**src/rtl/mm_mac_accum.sv**
```systemverilog
// Pipelined multiply-accumulate for a matrix-vector product: capture, multiply, accumulate,
// then write the row sum into a small result memory P with a read port.
module mm_mac_accum #(
  parameter int unsigned DW     = 8,
  parameter int unsigned AW     = 4,
  parameter int unsigned ACCW   = 20,
  parameter int unsigned N_ROWS = 4
) (
  input  logic            clk,
  input  logic            rst,
  input  logic            mac_en,
  input  logic            control,
  input  logic            result_en,
  input  logic [AW-1:0]   addr_P,
  input  logic [DW-1:0]   data_A,
  input  logic [DW-1:0]   data_x,
  input  logic            clr_ovf,
  input  logic [AW-1:0]   rd_addr,
  output logic [ACCW-1:0] rd_data,
  output logic            p_valid,
  output logic [AW-1:0]   p_addr,
  output logic [ACCW-1:0] p_data,
  output logic            done,
  output logic            ovf
);

  localparam int Depth = 2 ** AW;
  localparam int unsigned CW = (N_ROWS > 1) ? $clog2(N_ROWS) : 1;

  // Stage 0: input capture
  logic [DW-1:0]   a_q, x_q;
  logic            ctl0_q, res0_q, v0_q;
  logic [AW-1:0]   addr0_q;
  // Stage 1: product
  logic [ACCW-1:0] prod_q;
  logic            ctl1_q, res1_q, v1_q;
  logic [AW-1:0]   addr1_q;
  // Stage 2: accumulator
  logic [ACCW-1:0] acc_q, acc_d;
  logic            res2_q, v2_q, ovf_q, ovf_d, sat;
  logic [AW-1:0]   addr2_q;
  // Stage 3: result memory and write report
  logic [ACCW-1:0] p_mem [Depth];
  logic            p_valid_q, done_q;
  logic [AW-1:0]   p_addr_q;
  logic [ACCW-1:0] p_data_q;
  logic [CW-1:0]   cnt_q, cnt_d;
  logic            wr, cnt_wrap;

  logic [2*DW-1:0] mult;
  logic [ACCW:0]   sum;

  assign mult = a_q * x_q;
  // One extra bit catches a carry out of the accumulator for saturation.
  assign sum  = {1'b0, acc_q} + {1'b0, prod_q};

  always_comb begin
    acc_d = acc_q;
    sat   = 1'b0;
    if (v1_q) begin
      if (ctl1_q) begin
        acc_d = prod_q;
      end else if (sum[ACCW]) begin
        acc_d = '1;
        sat   = 1'b1;
      end else begin
        acc_d = sum[ACCW-1:0];
      end
    end
  end

  // A saturation at the same edge as clr_ovf keeps the flag set.
  assign ovf_d = sat | (ovf_q & ~clr_ovf);

  assign wr       = v2_q & res2_q;
  assign cnt_wrap = (cnt_q == CW'(N_ROWS - 1));

  always_comb begin
    cnt_d = cnt_q;
    if (wr) begin
      cnt_d = cnt_wrap ? '0 : cnt_q + 1'b1;
    end
  end

  always_ff @(posedge clk or negedge rst) begin
    if (!rst) begin
      a_q     <= '0;
      x_q     <= '0;
      ctl0_q  <= 1'b0;
      res0_q  <= 1'b0;
      v0_q    <= 1'b0;
      addr0_q <= '0;
      prod_q  <= '0;
      ctl1_q  <= 1'b0;
      res1_q  <= 1'b0;
      v1_q    <= 1'b0;
      addr1_q <= '0;
      acc_q   <= '0;
      res2_q  <= 1'b0;
      v2_q    <= 1'b0;
      addr2_q <= '0;
      ovf_q   <= 1'b0;
    end else begin
      a_q     <= data_A;
      x_q     <= data_x;
      ctl0_q  <= control;
      res0_q  <= result_en;
      v0_q    <= mac_en;
      addr0_q <= addr_P;
      prod_q  <= ACCW'(mult);
      ctl1_q  <= ctl0_q;
      res1_q  <= res0_q;
      v1_q    <= v0_q;
      addr1_q <= addr0_q;
      acc_q   <= acc_d;
      res2_q  <= res1_q;
      v2_q    <= v1_q;
      addr2_q <= addr1_q;
      ovf_q   <= ovf_d;
    end
  end

  always_ff @(posedge clk or negedge rst) begin
    if (!rst) begin
      for (int i = 0; i < Depth; i++) begin
        p_mem[i] <= '0;
      end
      p_valid_q <= 1'b0;
      p_addr_q  <= '0;
      p_data_q  <= '0;
      done_q    <= 1'b0;
      cnt_q     <= '0;
    end else begin
      if (wr) begin
        p_mem[addr2_q] <= acc_q;
        p_addr_q       <= addr2_q;
        p_data_q       <= acc_q;
      end
      p_valid_q <= wr;
      done_q    <= wr & cnt_wrap;
      cnt_q     <= cnt_d;
    end
  end

  assign rd_data = p_mem[rd_addr];
  assign p_valid = p_valid_q;
  assign p_addr  = p_addr_q;
  assign p_data  = p_data_q;
  assign done    = done_q;
  assign ovf     = ovf_q;

endmodule
```
**config.mk**
```make
export PLATFORM = sky130hd
export DESIGN_NAME = mm_mac_accum
export DESIGN_NICKNAME = d
export VERILOG_FILES = /design/src/rtl/mm_mac_accum.sv
export SDC_FILE = /design/constraint.sdc
export NUM_CORES = 1
export LEC_CHECK = 0
export BUFFER_PORTS_ARGS = -buffer_cell sky130_fd_sc_hd__buf_2
export CORE_MARGIN = 2
export CORE_UTILIZATION = 40
export CTS_CLUSTER_DIAMETER = 40
export DETAILED_ROUTE_END_ITERATION = 10
export GPL_TIMING_DRIVEN = 0
export PLACE_DENSITY_LB_ADDON = 0.1
export SYNTH_ARGS = -nofsm -noshare
export SYNTH_HDL_FRONTEND = slang
export SYNTH_SLANG_ARGS = --single-unit
```
**constraint.sdc**
```tcl
create_clock -name clk -period 5.4 [get_ports clk]
set_input_delay 1.08 -clock clk [delete_from_list [all_inputs] [get_ports clk]]
set_output_delay 1.08 -clock clk [all_outputs]
set_load 0.02 [all_outputs]
```
---- After elaboration in Yosys (flattened, before gate mapping) ----
Cells that the tools add are included.
operators by class
  $add $sub $neg .......................... 2
  multipliers ............................. 1
  magnitude comparators ................... 3
  eq/ne operators ......................... 1
  multiplexer cells ....................... 12
  bitwise gates (word level) .............. 7
  reductions and logical operators ........ 1
operators by type and width
  kind                   count
  $bwmux W320            1
  $mux W20               5
  $bmux W20 S4           1
  $demux W20 S4          1
  $add A20 B16 Y21       1
  $mul A8 B8 Y16         1
  $ge A5 B5 Y1 const B   2
  $not A4 Y5             2
  $lt A5 B1 Y1 const B   1
  $and A1 B1 Y1          3
  $mux W1                3
  $add A2 B1 Y2 const B  1
  $eq A2 B2 Y1 const B   1
  $mux W2                1
  $logic_and A1 B1 Y1    1
  $not A1 Y1             1
  $or A1 B1 Y1           1
word-level totals
  register bits ........................... 421
  input port bits ......................... 30
  logic and storage cells ................. 64

---- Logic depth before layout (Yosys ltp) ----
  word-level depth ........................ 6
  mapped depth ............................ 17

---- Least setup slack after synthesis ----
No wires, ideal clock.
  kind .................................... register to register
  start ................................... register x_q[2]
  end ..................................... register prod_q[15]
  data arrival time ....................... 4096 ps
  data required time ...................... 5276 ps
  setup slack ............................. 1180 ps
  cell stages (with the launch flop) ...... 18
  clock period less this slack ............ 4220 ps
  cell sequence ........................... dfrtp_1 -> and2_1 -> fa_1 -> inv_1 -> fa_1 -> inv_1 -> fa_1 -> inv_1 -> fa_1 -> inv_1 -> ha_1 -> o21a_1 -> o31a_1 -> o211ai_2 -> a21oi_1 -> a2111oi_2 -> a21oi_1 -> xnor2_1
on the way
  word-level cells in the longest chain between the ends .. 1
ends and longest elaborated chain
  item                    RTL line  text
  from (decl)             31        logic [DW-1:0] a_q, x_q;
  from (signal assigned)  105       x_q <= data_x;
  $mul A8 B8 Y16          53        assign mult = a_q * x_q;
  net mult[15]            50        logic [2*DW-1:0] mult;
  to (signal assigned)    110       prod_q <= ACCW'(mult);
  to (decl)               35        logic [ACCW-1:0] prod_q;
The timed path passes the listed nets, and every way through them passes these cells.
A chain may end at the register's enable or synchronous reset.

---- Worst setup path after layout ----
Ends and elaborated chain as after synthesis.

==> impl_metrics.prom <==
# TYPE chip_impl_metric gauge
chip_impl_info{name="status",value="complete, no violations"} 1
chip_impl_info{name="whs_endpoint",value="addr2_q[3]"} 1
chip_impl_metric{name="max-clock-path-buffers",unit=""} 3
chip_impl_metric{name="arrival_time_at_the_worst_endpoint",unit="ns"} 5.02
chip_impl_info{name="cpLargestDelayFamily",value="adder cells"} 1
chip_impl_metric{name="seqCellArea",unit="mm2"} 0.01054
chip_impl_metric{name="r2r_cells",unit=""} 17
chip_impl_metric{name="syn_avg_cell_area",unit="um2"} 13.58
chip_impl_metric{name="layout.core_utilization",unit="%"} 48.32
chip_impl_metric{name="drc",unit=""} 0
chip_impl_metric{name="grt_antenna_before_repair",unit=""} 2
chip_impl_metric{name="clock_skew",unit="ns"} 0.03083
chip_impl_metric{name="layout-area-overhead-vs-synth",unit="%"} 18.85
chip_impl_metric{name="cts.repair.resized",unit=""} 0
chip_impl_info{name="timing.hold.worst.start",value="addr1_q[3]"} 1
chip_impl_metric{name="async_reset_ff_share",unit="%"} 100.0
chip_impl_metric{name="synth-edff-count",unit=""} 0
chip_impl_info{name="critical_path.reg2reg.startpoint",value="x_q[2]"} 1
chip_impl_metric{name="firstDrtPassIters",unit=""} 5
chip_impl_info{name="startpoint",value="x_q[2]"} 1
chip_impl_metric{name="grt_max_degree",unit=""} 123
chip_impl_metric{name="gp_routability_congestion",unit=""} 0.8240
chip_impl_metric{name="max_frequency",unit="GHz"} 0.2200
chip_impl_metric{name="vdd_drop_max",unit="mV"} 0.2336
chip_impl_metric{name="layoutNonFillerInstCount",unit=""} 2390
chip_impl_metric{name="fp.dieArea",unit="mm2"} 0.05303
chip_impl_info{name="worstSetupStartpointType",value="flop"} 1
chip_impl_metric{name="timing.final.setup_violations",unit=""} 0
chip_impl_info{name="final_cell_mix",value="421 x dfrtp_1, 265 x mux2_2, 112 x nand2_1, 109 x buf_2, 100 x mux4_2"} 1
chip_impl_metric{name="max_slew.worst_pin.slew",unit="ns"} 0.8295
chip_impl_metric{name="switching_part_of_the_total",unit="%"} 32.12
chip_impl_info{name="cts_tree",value="done"} 1
chip_impl_metric{name="final_nets",unit=""} 1780
chip_impl_info{name="post_synth_main_area_contributors",value="dfrtp_1 51%, mux2_2 15%, mux4_2 11%, fa_1 3.6%, ha_1 3.2%"} 1
chip_impl_metric{name="drive_above_1_share",unit="%"} 36.67
chip_impl_metric{name="fp.coreArea",unit="mm2"} 0.05038
chip_impl_metric{name="avgViaCountPerCell",unit=""} 5.198
chip_impl_metric{name="dieHeight",unit="um"} 230.3
chip_impl_metric{name="clk_transition_reported_paths",unit="ns"} 0.06
chip_impl_metric{name="num_rows",unit=""} 82
chip_impl_metric{name="ys_warn_count",unit=""} 0
chip_impl_info{name="ctsRootBufferMaster",value="clkbuf_16"} 1
chip_impl_metric{name="clkPwrFrac",unit="%"} 36.6
chip_impl_info{name="hold_path_class",value="reg -> reg"} 1
chip_impl_metric{name="p_seq_share",unit="%"} 35.9
chip_impl_info{name="timing_worst_setup_path_type",value="reg -> reg"} 1
chip_impl_metric{name="clk-insertion-delay-late",unit="ns"} 0.61
chip_impl_metric{name="syn-num-nets",unit=""} 1628
chip_impl_metric{name="crit_buf_inv",unit=""} 4
chip_impl_metric{name="num_antenna_cells",unit=""} 0
chip_impl_metric{name="critPathMaxFanout",unit=""} 8
chip_impl_metric{name="timing.hold.worst_path_depth",unit=""} 0
chip_impl_metric{name="cellLeakagePower",unit="nW"} 11.27
chip_impl_metric{name="route.final.wire_length",unit="um"} 47730
chip_impl_metric{name="fillers",unit=""} 4543
chip_impl_metric{name="maxCapViolations",unit=""} 0
chip_impl_metric{name="cts_hold_buffers",unit=""} 0
chip_impl_metric{name="chipWidth",unit="um"} 230.3
chip_impl_metric{name="htree_levels",unit=""} 3
chip_impl_metric{name="vias",unit=""} 12424
chip_impl_metric{name="timing.critical_path.required",unit="ns"} 5.87
chip_impl_metric{name="power.density_cell_area",unit="mW/mm2"} 528.9
chip_impl_metric{name="number_of_nets_still_failing_antenna_checks_after_routing",unit=""} 0
chip_impl_info{name="crit_path_top_delay_cell",value="fa_1"} 1
chip_impl_metric{name="synth_cells",unit=""} 1508
chip_impl_metric{name="internal-power",unit="W"} 0.008739
chip_impl_metric{name="setup.reg_to_reg.worst_slack",unit="ns"} 0.85
chip_impl_metric{name="global_route.overflow_total",unit=""} 0
chip_impl_info{name="grt_setup_unrepaired",value="no"} 1
chip_impl_metric{name="global_route_wire_length_before_repair",unit="um"} 77380
chip_impl_metric{name="drt_iter0_markers",unit=""} 595
chip_impl_metric{name="avgRoutedWirePerCell",unit="um"} 19.97
chip_impl_info{name="yosys.area.top_type",value="dfrtp_1"} 1
chip_impl_metric{name="net-switching-power",unit="W"} 0.004134
chip_impl_metric{name="number_of_storage_elements_in_the_synthesis_netlist",unit=""} 421
chip_impl_metric{name="slew-limit-headroom",unit="%"} 44.70
chip_impl_metric{name="slew_viol_final",unit=""} 0
chip_impl_metric{name="cts.repair_timing.setup_buffer_count",unit=""} 0
chip_impl_info{name="timing.critical_path.to_type",value="flop"} 1
chip_impl_metric{name="post_synthesis_sequential_area_ratio",unit="%"} 51.44
chip_impl_metric{name="area_used_by_multi_input_combinational_logic",unit="mm2"} 0.009213
chip_impl_metric{name="port_buffers",unit=""} 72
chip_impl_info{name="chain_of_cells_forming_the_critical_path",value="and2_1 -> fa_1 -> inv_1 -> fa_1 -> inv_1 -> fa_1 -> inv_1 -> fa_1 -> inv_1 -> ha_1 -> o21a_1 -> o31a_1 -> o211ai_2 -> a21oi_1 -> a2111oi_2 -> a21oi_1 -> xnor2_1"} 1
chip_impl_info{name="rr_endpoint",value="prod_q[15]"} 1
chip_impl_metric{name="vias_in_the_first_global_route",unit=""} 13430
chip_impl_metric{name="grtUsageTotal",unit="%"} 18.86
chip_impl_metric{name="synth.distinct_cells",unit=""} 67
chip_impl_info{name="yosys_most_used_dff",value="dfrtp_1"} 1
chip_impl_metric{name="post_layout_min_period",unit="ns"} 4.545
chip_impl_info{name="most_frequent_standard_cell_in_the_layout_excluding_fill_and_tap_cells",value="dfrtp_1"} 1
chip_impl_metric{name="post-place-cells",unit=""} 2255
chip_impl_metric{name="report.final.hold_viol_count",unit=""} 0
chip_impl_metric{name="floorplan.initialDensity",unit="%"} 40.66
chip_impl_metric{name="synth_area",unit="mm2"} 0.02048
chip_impl_metric{name="clock_sinks",unit=""} 421
chip_impl_metric{name="io_pins",unit=""} 77
chip_impl_metric{name="synth.top_cell.area_share",unit="%"} 51.44
chip_impl_metric{name="final_min_period_over_clock_period",unit="%"} 84.17
chip_impl_metric{name="numCtsBuffers",unit=""} 75
chip_impl_metric{name="dp_hpwl",unit="um"} 35220
chip_impl_metric{name="power_frac_comb",unit="%"} 27.5
chip_impl_metric{name="critical_path.max_stage_delay",unit="ns"} 0.53
-- sequential cells by signal (all words and copies together), names as in the netlist, 8 cells and up --
signal,cells
a_q,8
acc_q,20
p_data,20
p_mem,320
prod_q,16
x_q,8
-- kinds of logic after synthesis --
family	share of synthesized area [%]
compound gates	5.840
xor+xnor	0.9408
fa+ha+maj	6.854
buf+inv	3.580
flops	51.44
mux	25.77
simple gates	5.571
-- layout make-up --
class / instances / area share, %
Multi-Input combinational cell: 910 / 37.85
Tap cell: 672 / 3.454
Clock buffer: 85 / 8.075
Timing Repair Buffer: 75 / 1.861
Sequential cell: 421 / 43.28
Inverter: 78 / 1.203
Clock inverter: 50 / 2.472
Buffer: 99 / 1.809
-- through the flow --
step | setup WS, ns | hold slack, ns | area (um2) | total power, W | setup TNS [ns]
global route | 0.5882 | 0.3345 | 24340 | 0.01367 | 0
detailed placement | 0.8207 | 0.3355 | 21770 | 0.008217 | 0
CTS | 0.7937 | 0.3415 | 24340 | 0.01302 | 0
global placement | -5.346 | 0.3353 | 21680 | 0.008120 | -2227.28
floorplan | 1.180 | 0.3312 | 20480 | 0.007147 | 0
finish | 0.8549 | 0.3384 | 24340 | 0.01287 | 0
-- per-layer routing --
layer  GRT usage (%)  wire [um]
met3           3.782       1907
met2           30.42      22740
met1           25.77      21990
met5               0         16
met4           5.726       1073
-- Yosys cell counts, types with 3 or more instances --
| master | n |
|---|---|
| a21o_1 | 4 |
| a21oi_1 | 26 |
| a31oi_1 | 8 |
| and2_1 | 51 |
| and3_1 | 4 |
| buf_2 | 38 |
| clkbuf_1 | 57 |
| dfrtp_1 | 421 |
| fa_1 | 37 |
| ha_1 | 53 |
| inv_1 | 77 |
| mux2_2 | 265 |
| mux4_2 | 100 |
| nand2_1 | 112 |
| nand2b_1 | 5 |
| nand3_1 | 10 |
| nand3b_1 | 3 |
| nor2_1 | 27 |
| nor2b_1 | 3 |
| nor3_1 | 5 |
| o211ai_1 | 4 |
| o21a_1 | 5 |
| o21ai_0 | 99 |
| o21ai_1 | 9 |
| o221ai_1 | 11 |
| or3_1 | 4 |
| xnor2_1 | 14 |
| xor2_1 | 8 |
-- worst reg2reg max path: stages (launching register included) --
cell,delay (ns)
dfrtp_1,0.46
and2_1,0.22
fa_1,0.53
inv_1,0.05
fa_1,0.52
inv_1,0.05
fa_1,0.47
inv_1,0.05
fa_1,0.47
inv_1,0.04
ha_1,0.31
o21a_1,0.12
o31a_1,0.13
o211ai_2,0.20
a21oi_1,0.12
a2111oi_2,0.39
a21oi_1,0.14
xnor2_1,0.15
-- power by group through the flow --
stage / clock, W / sequential (W) / combinational (W)
2_1_floorplan: 0 / 0.00453 / 0.00262
3_3_place_gp: 0 / 0.00464 / 0.00348
3_5_place_dp: 0 / 0.00466 / 0.00356
5_1_grt: 0.00499 / 0.00475 / 0.00393
4_1_cts: 0.00483 / 0.00462 / 0.00357
6_report: 0.00471 / 0.00462 / 0.00354
-- worst max-delay path by stage --
| stage | to | slack, ns | cells after the start |
|---|---|---|---|
| finish | prod_q[15] | 0.85 | 17 |
| global placement | p_mem[45] | -5.35 | 1 |
| detailed placement | prod_q[15] | 0.82 | 17 |
| floorplan | prod_q[15] | 1.18 | 17 |
| global route | prod_q[15] | 0.59 | 17 |
| CTS | prod_q[15] | 0.79 | 17 |
No activity file was read; power rests on OpenSTA's default activity.
